**config.mk**
```make
export PLATFORM = sky130hd
export DESIGN_NAME = id_ex_skid_reg
export DESIGN_NICKNAME = d
export VERILOG_FILES = /design/src/rtl/id_ex_skid_reg.sv
export SDC_FILE = /design/constraint.sdc
export NUM_CORES = 1
export LEC_CHECK = 0
export ABC_AREA = 1
export CAP_MARGIN = 0
export CORE_MARGIN = 1
export CORE_UTILIZATION = 45
export CTS_BUF_LIST = sky130_fd_sc_hd__clkbuf_8
export CTS_CLUSTER_SIZE = 8
export DETAILED_ROUTE_END_ITERATION = 10
export PLACE_DENSITY = 0.69
export SLEW_MARGIN = 20
export SYNTH_ARGS = -nofsm -noshare
export SYNTH_HDL_FRONTEND = slang
export SYNTH_SLANG_ARGS = --single-unit
```
**constraint.sdc**
```tcl
create_clock -name clk -period 4 [get_ports clk]
set_input_delay 0.8 -clock clk [delete_from_list [all_inputs] [get_ports clk]]
set_output_delay 0.8 -clock clk [all_outputs]
set_load 0.03 [all_outputs]
```
**src/rtl/id_ex_skid_reg.sv**
```systemverilog
// rtl/id_ex_skid_reg.sv - ID/EX pipeline register with valid/ready handshake, one-entry skid and flush
//
// Purpose: carries one decoded instruction payload from decode (id) to
// execute (ex). A main register drives the outputs; a skid register absorbs
// one extra payload so that in_ready_o can be a registered signal while the
// stage still sustains one payload per cycle. flush_i discards everything.
//
// Ports:
//   clk, rst_n                      clock, asynchronous active-low reset
//   flush_i                         synchronous flush (highest priority)
//   in_valid_i / in_ready_o         handshake with id (in_ready_o registered)
//   inst_i, inst_addr_i, op1_i,
//   op2_i, rd_addr_i, reg_wen_i     payload from id
//   out_valid_o / out_ready_i       handshake with ex
//   inst_o, inst_addr_o, op1_o,
//   op2_o, rd_addr_o, reg_wen_o     payload to ex (bubble when not valid)

module id_ex_skid_reg #(
  parameter int                XLEN     = 32,
  parameter int                RADDR_W  = 5,
  parameter logic [XLEN-1:0]   NOP_INST = XLEN'(32'h0000_0013)
) (
  input  logic               clk,
  input  logic               rst_n,
  input  logic               flush_i,
  input  logic               in_valid_i,
  output logic               in_ready_o,
  input  logic [XLEN-1:0]    inst_i,
  input  logic [XLEN-1:0]    inst_addr_i,
  input  logic [XLEN-1:0]    op1_i,
  input  logic [XLEN-1:0]    op2_i,
  input  logic [RADDR_W-1:0] rd_addr_i,
  input  logic               reg_wen_i,
  output logic               out_valid_o,
  input  logic               out_ready_i,
  output logic [XLEN-1:0]    inst_o,
  output logic [XLEN-1:0]    inst_addr_o,
  output logic [XLEN-1:0]    op1_o,
  output logic [XLEN-1:0]    op2_o,
  output logic [RADDR_W-1:0] rd_addr_o,
  output logic               reg_wen_o
);

  localparam int PW = 4 * XLEN + RADDR_W + 1;

  // addi x0,x0,0 with every other field zero; reg_wen=0 keeps ex from writing.
  localparam logic [PW-1:0] BUBBLE = {NOP_INST, {(3 * XLEN + RADDR_W + 1){1'b0}}};

  typedef enum logic [1:0] {
    EMPTY = 2'd0,
    ONE   = 2'd1,
    FULL  = 2'd2
  } state_t;

  state_t        state_q, state_d;
  logic [PW-1:0] main_q, main_d;
  logic [PW-1:0] skid_q, skid_d;
  logic          in_ready_q;
  logic [PW-1:0] in_pl;
  logic          acc;
  logic          drn;

  assign in_pl       = {inst_i, inst_addr_i, op1_i, op2_i, rd_addr_i, reg_wen_i};
  assign out_valid_o = (state_q != EMPTY);
  assign in_ready_o  = in_ready_q;
  assign acc         = in_valid_i & in_ready_q;
  assign drn         = out_valid_o & out_ready_i;

  // Main always holds the bubble when empty, so the outputs need no masking.
  assign {inst_o, inst_addr_o, op1_o, op2_o, rd_addr_o, reg_wen_o} = main_q;

  always_comb begin
    state_d = state_q;
    main_d  = main_q;
    skid_d  = skid_q;
    if (flush_i) begin
      state_d = EMPTY;
      main_d  = BUBBLE;
      skid_d  = BUBBLE;
    end else begin
      case (state_q)
        EMPTY: begin
          if (acc) begin
            main_d  = in_pl;
            state_d = ONE;
          end
        end
        ONE: begin
          if (drn && acc) begin
            main_d = in_pl;
          end else if (drn) begin
            main_d  = BUBBLE;
            state_d = EMPTY;
          end else if (acc) begin
            skid_d  = in_pl;
            state_d = FULL;
          end
        end
        FULL: begin
          // in_ready_o is low here, so nothing can be accepted this cycle.
          if (drn) begin
            main_d  = skid_q;
            skid_d  = BUBBLE;
            state_d = ONE;
          end
        end
        default: begin
          state_d = EMPTY;
          main_d  = BUBBLE;
          skid_d  = BUBBLE;
        end
      endcase
    end
  end

  // in_ready is a flop fed by the next-state decode, so ex's out_ready_i never
  // reaches in_ready_o combinationally.
  always_ff @(posedge clk or negedge rst_n) begin
    if (!rst_n) begin
      state_q    <= EMPTY;
      main_q     <= BUBBLE;
      skid_q     <= BUBBLE;
      in_ready_q <= 1'b1;
    end else begin
      state_q    <= state_d;
      main_q     <= main_d;
      skid_q     <= skid_d;
      in_ready_q <= (state_d != FULL);
    end
  end

endmodule

```
Yosys cells after proc, flatten, opt, wreduce, memory -nomap -nowiden
Cells that the tools add are included.
W data, S select, Z words.
{"block": "classes", "n_eq_ne": 10, "mul": 0, "shifts": 0, "magnitude_cmp": 0, "n_bitwise": 2, "add_sub_neg": 0, "reduce_logical": 5, "muxes": 17, "div_mod_pow": 0}
{"cell": "$mux W134", "n": 8}
{"cell": "$pmux W134 S3", "n": 2}
{"cell": "$ne A3 B3 Y1 const B", "n": 5}
{"cell": "$mux W2", "n": 6}
{"cell": "$pmux W2 S3", "n": 1}
{"cell": "$reduce_and A5 Y1", "n": 1}
{"cell": "$ne A2 B2 Y1 const B", "n": 2}
{"cell": "$ne A4 B4 Y1 const B", "n": 1}
{"cell": "$reduce_and A3 Y1", "n": 1}
{"cell": "$and A1 B1 Y1", "n": 2}
{"cell": "$eq A2 B1 Y1 const B", "n": 1}
{"cell": "$eq A2 B2 Y1 const B", "n": 1}
{"cell": "$logic_not A2 Y1", "n": 1}
{"cell": "$reduce_bool A2 Y1", "n": 1}
{"cell": "$logic_and A1 B1 Y1", "n": 1}
{"block": "word_totals", "register_bits": 271, "output_inout_bits": 136, "ramBits": 0, "latchBits": 0, "rom_bits": 0, "n_memories": 0, "inputBits": 139}

Longest topological paths before layout
Gate-level depths: netlist (run 1).
{"block": "depth", "depth_word": 7, "mapped_depth": 11, "depth_no_buf": 8}

Worst setup path before layout (run 1)
No wires, ideal clock.
{"block": "synth_timing", "kind": "input-to-reg", "startpoint": "input in_valid_i", "endpoint": "register main_q[24]", "required_ps": 3935, "path_buffers": 2, "arrival_time_ps": 1750, "cell_stages": 8, "setup_slack_ps": 2185, "path_cell_list": "nand2_1 inv_2 buf_2 buf_1 nand4_1 nand3_1 nand2_1 nand2_1"}
{"block": "synth_via", "elab_chain_len": 5}
{"element": "from (decl)", "line": "26", "rtl": "input logic in_valid_i,"}
{"element": "$and A1 B1 Y1 (*)", "line": "66", "rtl": "assign acc = in_valid_i & in_ready_q;"}
{"element": "$logic_and A1 B1 Y1", "line": "89", "rtl": "if (drn && acc) begin"}
{"element": "$mux W134", "line": "89"}
{"element": "$pmux W134 S3", "line": "81", "rtl": "case (state_q)"}
{"element": "$mux W134", "line": "76", "rtl": "if (flush_i) begin"}
{"element": "to (signal assigned)", "line": "126", "rtl": "main_q <= main_d;"}
{"element": "to (decl)", "line": "56", "rtl": "logic [PW-1:0] main_q, main_d;"}
Every way passes the cells marked *; elsewhere a longest branch is shown, timed or not.
A chain may end at the register's enable or synchronous reset.

Final worst setup path (run 1)
{"block": "layout_timing", "startpoint": "register state_q[1]", "endpoint": "output out_valid_o"}
{"block": "layout_via", "elab_chain_len": 1}
{"element": "from (decl)", "line": "55", "rtl": "state_t state_q, state_d;"}
{"element": "from (signal assigned)", "line": "125", "rtl": "state_q <= state_d;"}
{"element": "$reduce_bool A2 Y1", "line": "64", "rtl": "assign out_valid_o = (state_q != EMPTY);"}
{"element": "to (decl)", "line": "34", "rtl": "output logic out_valid_o,"}
No other way between the ends.

==> results of run 1 <==
-- flip-flops by register name (all words and copies together) (netlist names) --
name	cells
in_ready_o	1
main_q	134
skid_q	134
state_q	2
-- worst reg2reg max path: stages, from the launching register on --
cell	delay (ns)
dfrtp_1	0.67
inv_1	0.18
o211ai_1	0.42
nand2_8	0.41
buf_4	0.44
nand2_1	0.09
o21ai_1	0.07
-- through the flow --
stage / utilization [%] / std cells / instance area [sq um] / hold slack, ns / power (uW)
2_1_floorplan: - / 1803 / 13510 / 0.4501 / 3959
3_3_place_gp: 55.32 / 2339 / 16350 / 0.4573 / 4630
3_5_place_dp: 55.32 / 2339 / 16350 / 0.4571 / 4647
4_1_cts: 58.25 / 2415 / 17220 / 0.1680 / 7061
5_1_grt: 58.27 / 2418 / 17230 / 0.1992 / 7329
6_report: 58.29 / 2420 / 17230 / 0.1930 / 6996
-- placed cells by master, fill, tap and decap left out, types with 4 or more instances in the layout --
cell,n
nand2_1,882
clkdlybuf4s50_1,273
dfrtp_1,264
nand3_1,198
nand4_1,131
o21ai_1,103
clkbuf_8,58
o21ai_0,31
inv_1,24
buf_4,12
nor2_1,10
buf_12,10
dfstp_2,7
diode_2,5
inv_2,4
-- cell families after synthesis --
| group | share of synthesized area (%) |
|---|---|
| buffers and inverters | 5.584 |
| and+or+nand+nor | 38.92 |
| AOI/OAI and AO/OA | 5.241 |
| DFF | 50.25 |
-- cell type report --
type / count / area, sq um
clock inverter: 18 / 67.56
clock buffer: 58 / 798.3
sequential: 271 / 6790
tap: 390 / 488.0
antenna: 5 / 12.51
fill: 2701 / 12330
timing repair buffer: 296 / 3038
multi-input combinational: 1370 / 5986
inverter: 12 / 50.05
-- Yosys cell counts --
cell type	count	area share (%)
nand2_1	882	25
dfrtp_1	264	49
nand3_1	198	7.3
nand4_1	131	6.1
o21ai_1	103	3.8
clkbuf_1	60	1.7
buf_2	57	2.1
o21ai_0	31	1.1
buf_4	18	1.0
buf_1	14	0.39
nor2_1	10	0.28
dfstp_2	7	1.4
inv_1	7	0.19
inv_2	5	0.14
nand2_2	2	0.093
nor2_8	2	0.30
a211oi_1	1	0.056
a21oi_1	1	0.037
a21oi_2	1	0.065
and3_1	1	0.046
buf_6	1	0.083
nand2_4	1	0.083
nand3b_1	1	0.056
nor2_2	1	0.046
nor2_4	1	0.083
nor3_1	1	0.037
o211ai_1	1	0.056
o21ai_2	1	0.065
-- where the power goes --
part,switching (uW),internal [uW]
combinational,979,547
sequential,125,2950
clock,1110,1280
total,2210,4780
-- routing by layer --
metal	track usage, %	vias up	routed length, um
li1	-	6311	-
met1	36.02	6277	17450
met2	41.25	501	18460
met3	5.693	88	3071
met4	10.22	2	1096
met5	0	-	13
-- worst min-delay path by stage --
stage	startpoint	endpoint	slack (ns)	depth (start not counted)
floorplan	skid_q[102]	skid_q[102]	0.45	2
global placement	main_q[102]	main_q[102]	0.46	2
detailed placement	main_q[103]	main_q[103]	0.46	2
CTS	rst_n	skid_q[48]	0.17	1
global route	rst_n	main_q[49]	0.20	1
finish	rst_n	skid_q[48]	0.19	1
==> reports/results.txt, run 1 <==
Overflow after GRT = 0
clk slew on worst S/H paths = 0.06 ns
CTS tree = yes
initial antenna violation count = 5
cells along the critical path = nor2_8, inv_2, clkdlybuf4s50_1
Crit-path slowest cell = clkdlybuf4s50_1
minimum clock period = 2.976 ns
Std-Cell Rows = 63
Arr. time, crit path = 2.18 ns
Hold Path Class = in -> async
RSZ-0062 raised after global routing = false
Synth Warn # = 0
Post-CTS Setup Bufs = 0
largest net degree at the start of global routing = 197
Iter 0 DRT Violations = 1303
Tightest Pin Transition = 0.9432 ns
die footprint = 30720 sq um
Num CTS Buffers = 46
Worst Skew = 0.01657 ns
DRC = 0
Ports = 275
Critical Path RT = 3.20 ns
worst setup path end = out_valid_o
starting density of the core = 45.71%
Gate Count Post-Synth = 1803
Synth Register Bits = 271
reg2reg path depth = 6
Critical Path End Type = output pin
CP peak stage delay = 0.75 ns
Fin. Hold Viols = 0
crit start category = flip-flop
Avg Vias per Cell = 5.446
gpl congestion = 0.7808
NumNets Final = 2136
Worst slew margin = 37.12%
Crit. path cell count = 3
IO Port Bufs = 274
Post-CTS Resized = 0
Peak VDD IR = 0.2088 mV
total wire length = 40100 um
Post-Synthesis Cell Area = 13510 sq um
MaxCap Viol Count = 0
FF-to-FF End = skid_q[130]
CP Class = reg -> out
post-detailed-route count of antenna-violating nets = 0
vias in the first global route = 12730
Achievable Freq = 336.0 MHz
Tot GR Track Use = 26.44%
fin worst setup slack = 1.024 ns
clk_lat worst skew = 0.55 ns
# H-tree levels = 2
setup TNS = 0 ns
chip width = 175.3 um
P per Cell Area = 406.1 nW/um^2
HPWL after DPL = 22650 um
Post-Syn Area per Cell = 7.494 sq um
worst reg2reg setup slack = 1.60 ns
hold buffer count at CTS = 0
sequential area share after synthesis = 50.25%
clock tree buffer depth = 3
Yosys cell types = 28
Layout area overhead = 27.52%
DRT Pass-1 Iters = 6
Final period util = 74.40%
LEAKAGE = 0.008027 uW
worst-path fanout max = 8
Avg WL per Cell = 16.57 um
RR Startpoint = state_q[1]
share of layout cells above drive strength 1 = 5.086%
Buf/Inv on CP = 2
core footprint = 29560 sq um
CTS root buf = clkbuf_8
Die H = 175.3 um
CP Launch Point = state_q[1]
DR vias = 13180
clock sink total = 271
first-pass GRT wire length = 66310 um
status = complete, no violations
Slew Limit Fails = 0
Final setup violation count = 0
Mapped Nets = 1942
delay-heaviest family, CP = buffers and inverters
Place WS = 0.8163 ns
Power figures use the tool's default switching activity.
==> run 2: changes to the inputs <==
Clock period 4 ns to 3.08 ns, I/O delays scaled along.
==> run 2 against run 1 <==
Net effect:
- setup slack got worse by 0.72 ns
- total power increased by 33%
- critical path depth unchanged
- die area unchanged
- largest power group unchanged
- register-to-register slack got worse by 0.66 ns
- combinational power increased by 31%
- sequential power increased by 30%
- sequential share of layout area decreased by 0.45 points
- via count decreased by 0.55%
- utilization increased by 0.67 points
- non-clock buffer count increased by 7
- routed wire length decreased by 0.70%
==> reports/results.txt, run 2 (synthesized netlist as in run 1, its figures left out) <==
Overflow after GRT = 0
cells along the critical path = nor2_8, inv_2, clkdlybuf4s50_1
largest net degree at the start of global routing = 197
Critical Path RT = 2.46 ns
setup TNS = 0 ns
Tot GR Track Use = 25.82%
vias in the first global route = 12310
RSZ-0062 raised after global routing = false
clock tree buffer depth = 3
CP peak stage delay = 0.74 ns
NumNets Final = 2144
Std-Cell Rows = 63
initial antenna violation count = 4
Avg Vias per Cell = 5.383
Final period util = 90.12%
hold buffer count at CTS = 0
LEAKAGE = 0.008119 uW
DRT Pass-1 Iters = 5
DR vias = 13110
Iter 0 DRT Violations = 1294
total wire length = 39820 um
clk_lat worst skew = 0.55 ns
Avg WL per Cell = 16.35 um
Achievable Freq = 360.3 MHz
Worst Skew = 0.01144 ns
CP Class = reg -> out
gpl congestion = 0.7803
Crit-path slowest cell = clkdlybuf4s50_1
Num CTS Buffers = 47
first-pass GRT wire length = 64800 um
most frequent cells in the layout = nand2_1 (882), clkdlybuf4s50_1 (273), dfrtp_1 (264)
# H-tree levels = 2
starting density of the core = 45.71%
MaxCap Viol Count = 0
crit start category = flip-flop
Worst slew margin = 37.76%
HPWL after DPL = 23290 um
clock sink total = 271
Slew Limit Fails = 0
final core utilization = 58.96%
Fin. Hold Viols = 0
clk slew on worst S/H paths = 0.06 ns
Tightest Pin Transition = 0.9336 ns
Layout area overhead = 28.99%
IO Port Bufs = 274
Largest regs = main_q (134), skid_q (134), state_q (2)
worst-path fanout max = 8
die footprint = 30720 sq um
chip width = 175.3 um
status = complete, no violations
P per Cell Area = 535.5 nW/um^2
commonest non-fill, non-tap cell in the layout = nand2_1
core footprint = 29560 sq um
Die H = 175.3 um
fillers = 2735
share of layout cells above drive strength 1 = 6.024%
CTS tree = yes
CTS root buf = clkbuf_8
Peak VDD IR = 0.3131 mV
minimum clock period = 2.776 ns
Ports = 275
post-detailed-route count of antenna-violating nets = 0
DRC = 0
Arr. time, crit path = 2.16 ns
Critical Path End Type = output pin
Post-CTS Resized = 0
Hold Path Class = in -> async
Post-CTS Setup Bufs = 0
Final setup violation count = 0
==> run 2: where the power goes <==
| group | total, uW | internal (uW) | switching [uW] |
|---|---|---|---|
| Clock | 3330 | 1850 | 1480 |
| Sequential | 3990 | 3830 | 157 |
| Combinational | 2010 | 727 | 1280 |
==> run 2: per-layer routing <==
layer  share of wire, %  vias to the layer above  track usage (%)
met3                8.7                       65            6.818
met2                 46                      505            40.46
met4                2.0                        2            7.609
met5              0.033                        -                0
met1                 43                     6204            35.16
li1                   -                     6331                -
==> run 2: worst paths after layout <==
kind	start	endpoint	slack, ns	cells past startpoint
worst min register to register	main_q[102]	main_q[102]	0.47	2
worst min-delay path	rst_n	skid_q[52]	0.01	1
worst max-delay path	state_q[1]	out_valid_o	0.30	3
min in group clk	main_q[102]	main_q[102]	0.47	2
max in group asynchronous	rst_n	skid_q[105]	2.23	2
worst max register to register	state_q[0]	main_q[125]	0.94	7
==> run 2: final cells by class <==
cell class | count | area [sq um] | area share (%)
Antenna cell | 3 | 7.507 | 0.04307
Timing Repair Buffer | 303 | 3128 | 17.95
Clock buffer | 64 | 880.8 | 5.054
Multi-Input combinational cell | 1370 | 5986 | 34.34
Inverter | 12 | 50.05 | 0.2872
Tap cell | 390 | 488.0 | 2.800
Clock inverter | 22 | 98.84 | 0.5671
Sequential cell | 271 | 6790 | 38.96
==> run 2: critical path: cells and delay by family, from the launching register on <==
family	cells	cell delay [ns]
flops	1	0.66
simple gates	1	0.09
buf+inv	2	0.85
==> run 2: per-stage QoR <==
| step | hold WS (ns) | total power [uW] | worst slack, ns | cells | cell area (sq um) |
|---|---|---|---|---|---|
| floorplan | 0.3204 | 5142 | 1.419 | 1803 | 13510 |
| global placement | 0.4559 | 6040 | 0.5702 | 2346 | 16440 |
| detailed placement | 0.4589 | 6059 | 0.5121 | 2346 | 16440 |
| CTS | 0.01770 | 9403 | 0.2759 | 2432 | 17420 |
| global route | 0.03176 | 9772 | 0.2099 | 2434 | 17430 |
| finish | 0.01306 | 9333 | 0.3042 | 2435 | 17430 |
==> run 3: changes to the inputs <==
Settings changed: HOLD_SLACK_MARGIN set to 0.15.
==> run 3 against run 2 <==
Net effect:
- worst hold slack gained 0.45 ns
- non-clock buffer count grew 1
- final cell count is essentially flat
- register-to-register slack lost 0.02 ns
- critical path depth is the same
- routed wire length shrank 0.13%
- largest cell class unchanged
==> reports/results.txt, run 3 (synthesized netlist as in run 1, its figures left out) <==
status = complete, no violations
Combinational Power Share = 21.5%
Critical Path RT = 2.46 ns
Internal = 6409 uW
share of layout cells above drive strength 1 = 6.021%
vias in the first global route = 12310
CTS tree = yes
Final setup violation count = 0
P per Cell Area = 535.1 nW/um^2
CP Class = reg -> out
clk slew on worst S/H paths = 0.06 ns
setup TNS = 0 ns
post-detailed-route count of antenna-violating nets = 0
Iter 0 DRT Violations = 1266
total wire length = 39770 um
minimum clock period = 2.776 ns
Layout area overhead = 29.07%
Worst Skew = 0.01191 ns
gpl congestion = 0.7803
first-pass GRT wire length = 64800 um
Non-Filler Instances = 2436
Largest regs = main_q (134), skid_q (134), state_q (2)
Psw = 2923 uW
Worst slew margin = 38.60%
Post-CTS Resized = 0
delay-heaviest family, CP = buffers and inverters
Tightest Pin Transition = 0.9210 ns
most frequent cells in the layout = nand2_1 (882), clkdlybuf4s50_1 (273), dfrtp_1 (264)
Place WS = 0.5121 ns
Arr. time, crit path = 2.16 ns
Critical Path End Type = output pin
IO Port Bufs = 274
crit start category = flip-flop
DRC = 0
Clock power frac = 35.7%
HPWL after DPL = 23290 um
largest net degree at the start of global routing = 197
clock tree buffer depth = 3
switch share = 31.32%
CP peak stage delay = 0.74 ns
Std-Cell Rows = 63
clk_lat worst skew = 0.55 ns
CTS root buf = clkbuf_8
fillers = 2735
Tot GR Track Use = 25.82%
Overflow after GRT = 0
worst-path fanout max = 8
metal2 WL = 18280 um
final core utilization = 59.00%
NumNets Final = 2145
Hold Path Class = reg -> reg
Ports = 275
DR vias = 13160
Fin. Hold Viols = 0
RSZ-0062 raised after global routing = false
Achievable Freq = 360.2 MHz
DR WL met3 = 3418 um
Avg WL per Cell = 16.32 um
LEAKAGE = 0.008124 uW
commonest non-fill, non-tap cell in the layout = nand2_1
core footprint = 29560 sq um
WL met1 = 17260 um
fin worst setup slack = 0.3037 ns
clock sink total = 271
Avg Vias per Cell = 5.402
Post-CTS Setup Bufs = 0
Num CTS Buffers = 47
Crit-path slowest cell = clkdlybuf4s50_1
Slew Limit Fails = 0
DRT Pass-1 Iters = 7
sequential fraction of design power = 42.8%
MaxCap Viol Count = 0
# H-tree levels = 2
Top Metal Used = met5
die footprint = 30720 sq um
Post-Place Cells = 2346
starting density of the core = 45.71%
Final period util = 90.14%
Buf/Inv on CP = 2
cells along the critical path = nor2_8, inv_2, clkdlybuf4s50_1
chip width = 175.3 um
Peak VDD IR = 0.3128 mV
Die H = 175.3 um
initial antenna violation count = 4
run 3: layer usage:
layer | global-route usage [%] | up-vias
li1 | - | 6333
met1 | 35.18 | 6263
met2 | 40.46 | 498
met3 | 6.797 | 63
met4 | 7.609 | 2
met5 | 0 | -
run 3: layout make-up:
cell class              instances  area, sq um  area share (%)
diodes                          3        7.507         0.04305
clock buffers                  64        880.8           5.051
clock inverters                22        98.84          0.5668
inverters                      12        50.05          0.2870
multi-input cells            1370         5986           34.32
flip-flops and latches        271         6790           38.94
well taps                     390        488.0           2.798
repair buffers                304         3138           17.99
run 3: through the flow:
| step | hold WS (ns) | instance area [sq um] | total power (uW) |
|---|---|---|---|
| 2_1_floorplan | 0.3204 | 13510 | 5142 |
| 3_3_place_gp | 0.4559 | 16440 | 6040 |
| 3_5_place_dp | 0.4589 | 16440 | 6059 |
| 4_1_cts | 0.4698 | 17430 | 9404 |
| 6_report | 0.4680 | 17440 | 9333 |
| 5_1_grt | 0.4850 | 17440 | 9773 |
run 3: power groups by stage:
stage	registers [uW]	logic, uW	clock network (uW)
finish	3990	2010	3330
global route	4020	2180	3580
CTS	3990	2020	3390
detailed placement	4050	2010	0
global placement	4050	1990	0
floorplan	4350	787	0
run 3: tightest hold or removal path, cell delays in order, from the launching register on:
cell     delay [ns]
dfstp_2        0.37
nand2_1        0.05
nand2_1        0.05
run 3: final timing paths:
check,start,endpoint,slack [ns],cells past startpoint
setup reg to reg,state_q[0],main_q[119],0.92,7
hold / removal,main_q[102],main_q[102],0.47,2
max in group asynchronous,rst_n,skid_q[105],1.63,3
setup / recovery,state_q[1],out_valid_o,0.30,3
hold reg to reg,main_q[102],main_q[102],0.47,2
min in group asynchronous,rst_n,skid_q[52],0.62,2
run 3: what timing repair did:
item / CTS / global route
setup endpoints to repair: 0 / 0
endpoints found under the hold margin: 58 / 0
hold buffers: 1 / 0
